File: config.mk
export PLATFORM = sky130hd
export DESIGN_NAME = spi_accel_responder
export DESIGN_NICKNAME = d
export VERILOG_FILES = /design/src/rtl/accel_spi_pkg.sv /design/src/rtl/spi_slave_shifter.sv /design/src/rtl/spi_accel_responder.sv
export SDC_FILE = /design/constraint.sdc
export NUM_CORES = 1
export LEC_CHECK = 0
export ABC_AREA = 1
export ABC_CLOCK_PERIOD_IN_PS = 2540
export CORE_MARGIN = 2
export CORE_UTILIZATION = 35
export DETAILED_ROUTE_END_ITERATION = 8
export GPL_TIMING_DRIVEN = 1
export PLACE_DENSITY = 0.54
export SETUP_SLACK_MARGIN = 0.3
export SLEW_MARGIN = 10
export SYNTH_ARGS = -nofsm -noshare
export SYNTH_HDL_FRONTEND = slang
export SYNTH_SLANG_ARGS = --single-unit
export TNS_END_PERCENT = 20
File: constraint.sdc
create_clock -name clk -period 2.54 [get_ports clk]
set_input_delay 0.381 -clock clk [delete_from_list [all_inputs] [get_ports clk]]
set_output_delay 0.381 -clock clk [all_outputs]
set_load 0.02 [all_outputs]
File: src/rtl/accel_spi_pkg.sv
// Shared definitions for the accelerometer SPI responder.
// Holds the transaction state enum, command bytes, register addresses and
// the soft-reset key used by spi_accel_responder.
package accel_spi_pkg;

  typedef enum logic [2:0] {
    S_IDLE,
    S_CMD,
    S_ADDR,
    S_DATA_WR,
    S_DATA_RD,
    S_IGNORE
  } spi_state_e;

  localparam logic [7:0] CMD_WRITE = 8'h0A;
  localparam logic [7:0] CMD_READ  = 8'h0B;

  localparam logic [5:0] REG_DEVID_AD      = 6'h00;
  localparam logic [5:0] REG_DEVID_MST     = 6'h01;
  localparam logic [5:0] REG_PARTID        = 6'h02;
  localparam logic [5:0] REG_XDATA         = 6'h08;
  localparam logic [5:0] REG_YDATA         = 6'h09;
  localparam logic [5:0] REG_ZDATA         = 6'h0A;
  localparam logic [5:0] REG_SOFT_RESET    = 6'h1F;
  localparam logic [5:0] REG_SCRATCH_FIRST = 6'h20;
  localparam logic [5:0] REG_SCRATCH_LAST  = 6'h2C;
  localparam logic [5:0] REG_POWER_CTL     = 6'h2D;

  localparam int SCRATCH_DEPTH = 13;

  localparam logic [7:0] SOFT_RESET_KEY = 8'h52;

  function automatic logic is_scratch(input logic [5:0] a);
    return (a >= REG_SCRATCH_FIRST) && (a <= REG_SCRATCH_LAST);
  endfunction

endpackage

File: src/rtl/spi_slave_shifter.sv
// SPI mode-0 bit engine running in the system clock domain.
// Synchronizes sclk/cs/mosi, detects edges, assembles received bytes and
// shifts transmit bytes out MSB first on sclk falling edges.
// Ports:
//   clk, reset        system clock, async active-low reset
//   sclk, cs, mosi    raw SPI pins
//   tx_load, tx_byte  load the next byte to transmit (wins over a shift)
//   busy              selected: set by a cs fall, cleared when cs is high
//   cs_fall, cs_rise  one-clk pulses on synchronized cs edges
//   byte_valid        one-clk pulse, rx_byte holds a complete byte
//   miso              registered serial output bit
module spi_slave_shifter #(
  parameter int SYNC_STAGES = 2
) (
  input  logic       clk,
  input  logic       reset,
  input  logic       sclk,
  input  logic       cs,
  input  logic       mosi,
  input  logic       tx_load,
  input  logic [7:0] tx_byte,
  output logic       busy,
  output logic       cs_fall,
  output logic       cs_rise,
  output logic       byte_valid,
  output logic [7:0] rx_byte,
  output logic       miso
);

  logic [SYNC_STAGES-1:0] sclk_sync;
  logic [SYNC_STAGES-1:0] cs_sync;
  logic [SYNC_STAGES-1:0] mosi_sync;
  logic                   sclk_s, cs_s, mosi_s;
  logic                   sclk_d, cs_d;
  logic                   sel;
  logic [2:0]             bit_cnt;
  logic [6:0]             rx_shift;
  logic [7:0]             tx_shift;
  logic                   sclk_rise, sclk_fall;

  assign sclk_s = sclk_sync[SYNC_STAGES-1];
  assign cs_s   = cs_sync[SYNC_STAGES-1];
  assign mosi_s = mosi_sync[SYNC_STAGES-1];

  // cs resets to "low" so that a pin still held low when reset releases
  // produces no fall; a transaction starts only after cs is seen high first.
  assign cs_fall   = cs_d & ~cs_s;
  assign cs_rise   = ~cs_d & cs_s;
  assign sclk_rise = sel & ~cs_s & sclk_s & ~sclk_d;
  assign sclk_fall = sel & ~cs_s & ~sclk_s & sclk_d;
  assign busy      = sel;

  always_ff @(posedge clk or negedge reset) begin
    if (!reset) begin
      sclk_sync  <= '0;
      cs_sync    <= '0;
      mosi_sync  <= '0;
      sclk_d     <= 1'b0;
      cs_d       <= 1'b0;
      sel        <= 1'b0;
      bit_cnt    <= 3'd0;
      rx_shift   <= 7'd0;
      rx_byte    <= 8'd0;
      byte_valid <= 1'b0;
      tx_shift   <= 8'd0;
      miso       <= 1'b0;
    end else begin
      sclk_sync  <= (sclk_sync << 1) | SYNC_STAGES'(sclk);
      cs_sync    <= (cs_sync << 1) | SYNC_STAGES'(cs);
      mosi_sync  <= (mosi_sync << 1) | SYNC_STAGES'(mosi);
      sclk_d     <= sclk_s;
      cs_d       <= cs_s;
      byte_valid <= 1'b0;

      if (cs_fall) sel <= 1'b1;
      else if (cs_s) sel <= 1'b0;

      // Partial bytes are dropped whenever the slave is deselected.
      if (!sel || cs_s) begin
        bit_cnt <= 3'd0;
      end else if (sclk_rise) begin
        rx_shift <= {rx_shift[5:0], mosi_s};
        bit_cnt  <= bit_cnt + 3'd1;
        if (bit_cnt == 3'd7) begin
          byte_valid <= 1'b1;
          rx_byte    <= {rx_shift, mosi_s};
        end
      end

      if (cs_fall || cs_rise) begin
        tx_shift <= 8'd0;
        miso     <= 1'b0;
      end else if (tx_load) begin
        tx_shift <= tx_byte;
      end else if (sclk_fall) begin
        miso     <= tx_shift[7];
        tx_shift <= {tx_shift[6:0], 1'b0};
      end
    end
  end

endmodule

File: src/rtl/spi_accel_responder.sv
// SPI slave emulating the accelerometer register interface.
// Command byte (0x0A write / 0x0B read), address byte, then auto-incrementing
// data bytes. Sensor values are snapshotted at cs fall (zero when not
// measuring). Handshake: byte_valid from the shifter is a single-clk pulse
// with rx_byte valid in the same cycle; tx_load is a single-clk pulse with
// tx_byte valid in that cycle, no backpressure in either direction.
// Ports:
//   clk, reset               system clock, async active-low reset
//   sclk, cs, mosi, miso     SPI pins, miso_oe high while selected
//   xData, yData, zData      live sensor values
//   measuring                POWER_CTL[1:0] == 2'b10
//   wr_strobe/addr/data      one-clk pulse and payload per committed write
//   busy                     slave is selected
module spi_accel_responder
  import accel_spi_pkg::*;
#(
  parameter int         SYNC_STAGES = 2,
  parameter logic [7:0] DEVID_AD    = 8'hAD,
  parameter logic [7:0] DEVID_MST   = 8'h1D,
  parameter logic [7:0] PARTID      = 8'hF2
) (
  input  logic       clk,
  input  logic       reset,
  input  logic       sclk,
  input  logic       cs,
  input  logic       mosi,
  output logic       miso,
  output logic       miso_oe,
  input  logic [7:0] xData,
  input  logic [7:0] yData,
  input  logic [7:0] zData,
  output logic       measuring,
  output logic       wr_strobe,
  output logic [5:0] wr_addr,
  output logic [7:0] wr_data,
  output logic       busy
);

  spi_state_e state, state_next;

  logic       cs_fall, cs_rise, byte_valid, shift_miso;
  logic [7:0] rx_byte;
  logic       tx_load;
  logic [7:0] tx_byte;
  logic       commit;

  logic       wr_mode;
  logic [5:0] addr;
  logic [7:0] x_shadow, y_shadow, z_shadow;
  logic [7:0] power_ctl;
  logic [7:0] scratch [SCRATCH_DEPTH];
  logic       soft_pend;

  logic [5:0] rd_addr;
  logic [7:0] rd_data;
  logic [3:0] rd_idx, wr_idx;

  spi_slave_shifter #(.SYNC_STAGES(SYNC_STAGES)) u_shifter (
    .clk        (clk),
    .reset      (reset),
    .sclk       (sclk),
    .cs         (cs),
    .mosi       (mosi),
    .tx_load    (tx_load),
    .tx_byte    (tx_byte),
    .busy       (busy),
    .cs_fall    (cs_fall),
    .cs_rise    (cs_rise),
    .byte_valid (byte_valid),
    .rx_byte    (rx_byte),
    .miso       (shift_miso)
  );

  assign miso_oe   = busy;
  assign miso      = shift_miso & (state == S_DATA_RD);
  assign measuring = (power_ctl[1:0] == 2'b10);

  // The ADDR byte selects the first register; in DATA_RD the next one is
  // prefetched while the current byte is still on the wire.
  assign rd_addr = (state == S_ADDR) ? rx_byte[5:0] : addr + 6'd1;
  assign rd_idx  = 4'(rd_addr - REG_SCRATCH_FIRST);
  assign wr_idx  = 4'(addr - REG_SCRATCH_FIRST);

  always_comb begin
    rd_data = 8'h00;
    case (rd_addr)
      REG_DEVID_AD:  rd_data = DEVID_AD;
      REG_DEVID_MST: rd_data = DEVID_MST;
      REG_PARTID:    rd_data = PARTID;
      REG_XDATA:     rd_data = x_shadow;
      REG_YDATA:     rd_data = y_shadow;
      REG_ZDATA:     rd_data = z_shadow;
      REG_POWER_CTL: rd_data = power_ctl;
      default:       if (is_scratch(rd_addr)) rd_data = scratch[rd_idx];
    endcase
  end

  always_ff @(posedge clk or negedge reset) begin
    if (!reset) state <= S_IDLE;
    else        state <= state_next;
  end

  always_comb begin
    state_next = state;
    tx_load    = 1'b0;
    tx_byte    = 8'h00;
    commit     = 1'b0;
    case (state)
      S_IDLE:    if (cs_fall) state_next = S_CMD;
      S_CMD:     if (byte_valid)
                   state_next = (rx_byte == CMD_WRITE || rx_byte == CMD_READ) ? S_ADDR : S_IGNORE;
      S_ADDR:    if (byte_valid) begin
                   if (wr_mode) begin
                     state_next = S_DATA_WR;
                   end else begin
                     state_next = S_DATA_RD;
                     tx_load    = 1'b1;
                     tx_byte    = rd_data;
                   end
                 end
      S_DATA_WR: commit = byte_valid;
      S_DATA_RD: if (byte_valid) begin
                   tx_load = 1'b1;
                   tx_byte = rd_data;
                 end
      default:   ;
    endcase
    if (cs_rise) begin
      state_next = S_IDLE;
      tx_load    = 1'b0;
    end
  end

  always_ff @(posedge clk or negedge reset) begin
    if (!reset) begin
      wr_mode   <= 1'b0;
      addr      <= 6'd0;
      x_shadow  <= 8'd0;
      y_shadow  <= 8'd0;
      z_shadow  <= 8'd0;
      power_ctl <= 8'd0;
      soft_pend <= 1'b0;
      wr_strobe <= 1'b0;
      wr_addr   <= 6'd0;
      wr_data   <= 8'd0;
      for (int i = 0; i < SCRATCH_DEPTH; i++) scratch[i] <= 8'd0;
    end else begin
      wr_strobe <= 1'b0;
      soft_pend <= 1'b0;

      if (state == S_IDLE && cs_fall) begin
        x_shadow <= measuring ? xData : 8'h00;
        y_shadow <= measuring ? yData : 8'h00;
        z_shadow <= measuring ? zData : 8'h00;
      end
      if (state == S_CMD && byte_valid) wr_mode <= (rx_byte == CMD_WRITE);
      if (state == S_ADDR && byte_valid) addr <= rx_byte[5:0];
      if (state == S_DATA_RD && byte_valid) addr <= addr + 6'd1;

      // Writes to read-only or unmapped addresses still strobe.
      if (commit) begin
        wr_strobe <= 1'b1;
        wr_addr   <= addr;
        wr_data   <= rx_byte;
        addr      <= addr + 6'd1;
        if (addr == REG_POWER_CTL) power_ctl <= rx_byte;
        if (is_scratch(addr)) scratch[wr_idx] <= rx_byte;
        if (addr == REG_SOFT_RESET && rx_byte == SOFT_RESET_KEY) soft_pend <= 1'b1;
      end

      if (soft_pend) begin
        power_ctl <= 8'd0;
        for (int i = 0; i < SCRATCH_DEPTH; i++) scratch[i] <= 8'd0;
      end
    end
  end

endmodule

==> impl_metrics.json, run 1 <==
{
  "row_count": 60,
  "setup_tns_ns": 0,
  "drive_gt1_frac": 0.180,
  "clock_latency_ns": 0.44,
  "die_area_um2": 29000,
  "synth_fp_nets": 1263,
  "vias": 8724,
  "cts-buffers-inserted": 17,
  "pwr-share-seq": 0.513,
  "fill_cells": 2738,
  "worst_pin_slew_ns": 0.762,
  "outcome": "complete, no violations",
  "wl_mm": 29.9,
  "cts_tree": "yes",
  "setup_slack_ns": 0.311,
  "design.portCount": 48,
  "synth-seq-area-share": 0.514,
  "hp-class": "reg -> reg",
  "skew_ns": 0.0130,
  "postLayoutCellArea_um2": 12200,
  "worstSetupPathType": "reg -> out",
  "die_h_um": 170,
  "synth_cells": 1225,
  "dpl_cell_area_um2": 10700,
  "peakVddDrop_uv": 314,
  "crit_slowest_cell": "dfrtp_1",
  "grt_max_degree": 64,
  "first_global_vias": 8255,
  "arrival_ns": 1.85,
  "synthToLayoutAreaGrowth_pct": 26.2,
  "cp-end-kind": "output port",
  "start_util": 0.358,
  "synth_warnings": 0,
  "fmax_ghz": 0.449,
  "multi_input_area_um2": 4480,
  "final_hold_viol_count": 0,
  "first_iter_violations": 777,
  "fin_util": 0.452,
  "combPwrFrac": 0.066,
  "ys_seq_elements": 199,
  "ff_latch_area_um2": 4990,
  "synth_edf_count": 0,
  "antenna_left": 0,
  "clockPowerShare": 0.420,
  "clock_sinks": 199,
  "dieWidth_um": 170,
  "slew_headroom": 0.492,
  "power_leakage_nw": 5.49,
  "start_kind": "register",
  "cts_max_path_buffers": 2,
  "htreeDepth": 4,
  "required_ns": 2.16,
  "p_per_area_nw_per_um2": 518,
  "rsz0062_at_grt": "yes",
  "place_ws_ns": 0.0490,
  "synth-main-ff-cell": "dfrtp_1",
  "rr_worst_depth": 9,
  "wire_per_inst_um": 17.5,
  "drv_slew": 0,
  "grt-ovfl-total": 0,
  "min_period_over_period": 0.877,
  "gr-usage-all-layers": 0.207,
  "path_clk_slew_ns": 0.08,
  "cp_num_cells": 7,
  "avgSynthCellArea_um2": 7.91,
  "core-area_um2": 27100,
  "cpPeakStageDelay_ns": 0.41,
  "cp_num_buf_inv": 4,
  "synth.distinct_cells": 39,
  "antenna_found_initial": 0,
  "crit_fanout": 4,
  "nets": 1362,
  "critPathMostFrequentCell": "nor2_1",
  "netlist_area_um2": 9700,
  "setup_violations": 0,
  "finalPower_mw": 6.34,
  "finalCriticalPeriod_ns": 2.23,
  "path_cells": "buf_4 -> nor2_1 -> inv_1 -> nor2_1 -> inv_1 -> nor2_1 -> dlygate4sd2_1",
  "synth-async-reset-ratio": 1.00,
  "cap_violations": 0,
  "intPower_mw": 4.68,
  "net-switching-power_mw": 1.66,
  "routabilityCongestion": 0.861,
  "antenna_cells": 0,
  "via_per_inst": 5.10,
  "drc": 0,
  "sw_frac_of_total": 0.262,
  "hold_path_depth": 0,
  "ctsRootBufferMaster": "clkbuf_16",
  "dp_hpwl_mm": 19.9,
  "drt-pass1-iter-count": 8,
  "port_buffers": 47,
  "critPathTopFamily": "buffers and inverters",
  "grt_pass1_wl_mm": 46.4
}
[cells by family (layout without fill, tap and decap cells)]
family,after synthesis,after routing,synth area share
compound gates,232,232,0.130
fa+ha+maj,9,9,0.0116
buf+inv,159,269,0.0698
flops,199,199,0.514
mux,1,1,0.00116
simple gates,625,627,0.273
[synthesized netlist by cell type, types with 2 or more instances]
master	count	area share
o211ai_1	11	0.0085
nor4_1	2	0.0013
buf_6	3	0.0035
nor2_1	48	0.019
a21oi_1	18	0.0093
nand3b_1	5	0.0039
nand3_4	2	0.0036
nand3_1	126	0.065
nand2_2	3	0.0019
buf_2	7	0.0036
clkbuf_1	28	0.011
nand4_1	5	0.0032
nand2_1	415	0.16
inv_1	91	0.035
nor2_4	2	0.0023
nor3_1	2	0.0010
nand3_2	4	0.0041
ha_1	9	0.012
o21ai_0	161	0.083
nor2_2	7	0.0045
buf_4	13	0.010
o22ai_1	33	0.021
inv_2	13	0.0050
dfrtp_1	199	0.51
or2_2	2	0.0013
buf_1	3	0.0012
[metal layers]
| layer | routed length (um) | track usage | vias up | share of wire |
|---|---|---|---|---|
| met5 | 0 | 0 | - | 0 |
| met4 | 578 | 0.0647 | 0 | 0.019 |
| met3 | 1610 | 0.0281 | 41 | 0.054 |
| met2 | 13500 | 0.317 | 276 | 0.45 |
| met1 | 14200 | 0.304 | 4196 | 0.47 |
| li1 | - | - | 4211 | - |
[state kept, by name, summed over array words and instances (netlist names), 3 cells and up]
name                flops
x_shadow                8
wr_addr                 6
state                   3
scratch               104
u_shifter.tx_shift      8
u_shifter.bit_cnt       3
u_shifter.rx_byte       8
addr                    6
u_shifter.rx_shift      7
wr_data                 8
power_ctl               8
y_shadow                8
z_shadow                8
[what timing repair did]
| action | in CTS | in global routing |
|---|---|---|
| buffers inserted | 6 | 34 |
| hold buffers | 1 | 0 |
| gates cloned | 1 | 3 |
| setup endpoints to repair | 74 | 103 |
| resized for setup | 25 | 137 |
| hold endpoints to repair | 58 | 0 |
| pin swaps | 6 | 50 |
[area by class of cell]
cell class                 instances  area share
clock buffer                      18      0.0351
sequential                       199       0.407
inverter                         105      0.0344
multi-input combinational        869       0.366
clock inverter                    14      0.0112
timing repair buffer             132       0.108
tap                              372      0.0380
[stage by stage]
step                      instances  hold slack (ns)
final                          1709            0.354
after global routing           1709            0.361
after CTS                      1672            0.357
after detailed placement       1632            0.338
after global placement         1632            0.333
after floorplan                1225           0.0854
[placed cells by master, fill, tap and decap left out, types with 7 or more instances in the layout]
| cell | count |
|---|---|
| a21oi_1 | 14 |
| buf_12 | 8 |
| buf_4 | 55 |
| buf_6 | 18 |
| clkbuf_16 | 19 |
| clkdlybuf4s50_1 | 45 |
| dfrtp_1 | 194 |
| ha_1 | 7 |
| inv_1 | 83 |
| inv_2 | 13 |
| nand2_1 | 383 |
| nand2_2 | 23 |
| nand2_4 | 10 |
| nand3_1 | 104 |
| nand3_2 | 23 |
| nor2_1 | 37 |
| nor2_2 | 10 |
| nor2_4 | 11 |
| o211ai_1 | 11 |
| o21ai_0 | 149 |
| o21ai_1 | 12 |
| o22ai_1 | 33 |
[power groups by stage]
stage / registers, mW / clock network, mW / logic (mW)
2_1_floorplan: 3.31 / 0 / 0.182
3_3_place_gp: 3.31 / 0 / 0.372
3_5_place_dp: 3.31 / 0 / 0.372
4_1_cts: 3.25 / 2.73 / 0.375
5_1_grt: 3.26 / 2.85 / 0.481
6_report: 3.26 / 2.67 / 0.422
[path summary, 6_finish.rpt]
check,slack (ns),to,startpoint
setup / recovery,0.31,miso,state[0]$_DFFE_PN0P_
hold / removal,0.35,u_shifter.sclk_sync[1]$_DFF_PN0_,u_shifter.sclk_sync[0]$_DFF_PN0_
setup reg to reg,0.33,scratch[89]$_DFFE_PN0P_,state[1]$_DFFE_PN0P_
hold reg to reg,0.35,u_shifter.sclk_sync[1]$_DFF_PN0_,u_shifter.sclk_sync[0]$_DFF_PN0_
max in group asynchronous,1.20,addr[0]$_DFFE_PN0P_,reset
min in group asynchronous,0.50,scratch[66]$_DFFE_PN0P_,reset
Power figures use the tool's default switching activity.
==> run 2: changes to the inputs <==
--- a/config.mk
+++ b/config.mk
@@ -6,9 +6,10 @@
 export NUM_CORES = 1
 export LEC_CHECK = 0
 export ABC_AREA = 1
-export ABC_CLOCK_PERIOD_IN_PS = 2540
-export CORE_MARGIN = 2
+export ABC_CLOCK_PERIOD_IN_PS = 2250
+export CORE_MARGIN = 1
 export CORE_UTILIZATION = 35
+export CTS_CLUSTER_SIZE = 20
 export DETAILED_ROUTE_END_ITERATION = 8
 export GPL_TIMING_DRIVEN = 1
 export PLACE_DENSITY = 0.54
==> constraint.sdc (replaced) <==
create_clock -name clk -period 2.25 [get_ports clk]
set_input_delay 0.3375 -clock clk [delete_from_list [all_inputs] [get_ports clk]]
set_output_delay 0.3375 -clock clk [all_outputs]
set_load 0.02 [all_outputs]
==> run 2 against run 1 <==
Net effect:
- sequential power is 12% higher
- final cell count shrank 0.35%
- hold slack worse by 0.025 ns
- setup slack worse by 0.29 ns
- total power is 15% higher
- utilization rose by 1.7 points
- combinational power up 20%
- cell area up 3.5%
- via count grew 0.73%
==> impl_metrics.json, run 2 (synthesis results as in run 1) <==
{
  "outcome": "complete, no violations",
  "antenna_cells": 0,
  "cp-end-kind": "register",
  "routabilityCongestion": 0.847,
  "grt_max_degree": 55,
  "drt-pass1-iter-count": 5,
  "required_ns": 2.58,
  "antenna_left": 0,
  "fmax_ghz": 0.449,
  "crit_slowest_cell": "dfrtp_2",
  "setup_violations": 0,
  "peakVddDrop_uv": 376,
  "first_iter_violations": 583,
  "antenna_found_initial": 0,
  "start_util": 0.359,
  "cts-buffers-inserted": 17,
  "drv_slew": 0,
  "finalCriticalPeriod_ns": 2.23,
  "gr-usage-all-layers": 0.214,
  "clock_sinks": 199,
  "dp_hpwl_mm": 20.1,
  "die_h_um": 168,
  "final_common_cell": "nand2_1",
  "cts_max_path_buffers": 2,
  "final_hold_viol_count": 0,
  "vias": 8788,
  "cap_violations": 0,
  "path_clk_slew_ns": 0.08,
  "first_global_vias": 8459,
  "wire_per_inst_um": 17.3,
  "hp-start": "cs",
  "ctsRootBufferMaster": "clkbuf_16",
  "htreeDepth": 4,
  "design.portCount": 48,
  "finalPower_mw": 7.28,
  "arrival_ns": 2.56,
  "dieWidth_um": 168,
  "die_area_um2": 28400,
  "final_cell_mix": "nand2_1 (381), dfrtp_1 (194), o21ai_0 (122), nand3_1 (104), inv_1 (83)",
  "nets": 1387,
  "drive_gt1_frac": 0.215,
  "startpoint": "addr[0]$_DFFE_PN0P_",
  "wl_mm": 29.5,
  "core-area_um2": 27000,
  "rsz0062_at_grt": "yes",
  "cts_tree": "yes",
  "worst_pin_slew_ns": 0.781,
  "drc": 0,
  "max_flop_register": "scratch",
  "row_count": 60,
  "grt_pass1_wl_mm": 47.0,
  "clock_latency_ns": 0.44,
  "via_per_inst": 5.16,
  "hp-class": "in -> reg",
  "path_cells": "clkinv_4 -> ha_4 -> inv_2 -> nand2_2 -> o21ai_4 -> buf_6 -> o211ai_1 -> inv_2 -> nor2_4 -> nand2_1 -> nand3_2 -> nand2_1 -> nand2_1 -> nand2_1",
  "min_period_over_period": 0.990,
  "start_kind": "register",
  "worstSetupPathType": "reg -> reg",
  "synthToLayoutAreaGrowth_pct": 30.7,
  "grt-ovfl-total": 0,
  "port_buffers": 47,
  "setup_tns_ns": 0,
  "critPathMostFrequentCell": "nand2_1",
  "power_leakage_nw": 5.69,
  "skew_ns": 0.0102,
  "slew_headroom": 0.479,
  "r2r_start": "addr[0]$_DFFE_PN0P_",
  "largest_register_ff_count": 104,
  "cpPeakStageDelay_ns": 0.43,
  "crit_fanout": 8,
  "p_per_area_nw_per_um2": 575
}
==> run 2: cell type report <==
cell class	count	area, um^2
Clock buffer	18	429
Tap cell	341	427
Clock inverter	14	154
Multi-Input combinational cell	867	4700
Inverter	105	409
Timing Repair Buffer	159	1570
Sequential cell	199	4990
Fill cell	2622	14400
==> run 2: critical path: cells and delay by family (launching register included) <==
family | cells | cell delay, ns
AND/OR/NAND/NOR | 7 | 0.67
flip-flops | 1 | 0.43
AO/OA/AOI/OAI | 2 | 0.40
buffers and inverters | 4 | 0.35
adder cells (fa/ha/maj) | 1 | 0.28
==> run 2: worst paths after layout <==
kind / endpoint / slack (ns) / depth (start not counted)
max: u_shifter.tx_shift[3]$_DFFE_PN0P_ / 0.02 / 14
min: u_shifter.cs_sync[0]$_DFF_PN0_ / 0.33 / 1
max reg2reg: u_shifter.tx_shift[3]$_DFFE_PN0P_ / 0.02 / 14
min reg2reg: u_shifter.mosi_sync[1]$_DFF_PN0_ / 0.35 / 0
max in group asynchronous: wr_strobe$_DFF_PN0_ / 1.15 / 3
min in group asynchronous: scratch[59]$_DFFE_PN0P_ / 0.45 / 2
==> run 2: report_power, final <==
part | switching, mW | internal (mW)
registers | 0.0367 | 3.63
clock network | 1.53 | 1.59
logic | 0.306 | 0.201
==> run 2: what timing repair did <==
item / 4_1_cts / 5_1_grt
gates resized for setup: 48 / 173
setup buffers: 20 / 20
setup endpoints to repair: 106 / 128
hold buffers: 1 / 0
hold endpoints to repair: 49 / 0
pin swaps: 25 / 74
cloned: 1 / 2
==> run 2: per-layer routing <==
metal | GRT usage | vias up | part of all wire
met1 | 0.308 | 4277 | 0.48
li1 | - | 4263 | -
met4 | 0.0506 | 0 | 0.014
met5 | 0 | - | 0
met2 | 0.333 | 222 | 0.46
met3 | 0.0383 | 26 | 0.053
==> run 2: stage by stage <==
stage                     worst slack, ns  utilization  hold slack (ns)  cell area, um^2  cells
after floorplan                     0.260            -           0.0419             9750   1225
after global placement             -0.159        0.406            0.333            11000   1627
after detailed placement           -0.148        0.406            0.335            11000   1627
after CTS                          0.0548        0.441            0.310            11900   1681
after global routing              -0.0801        0.469            0.313            12700   1703
final                              0.0216        0.469            0.329            12700   1703
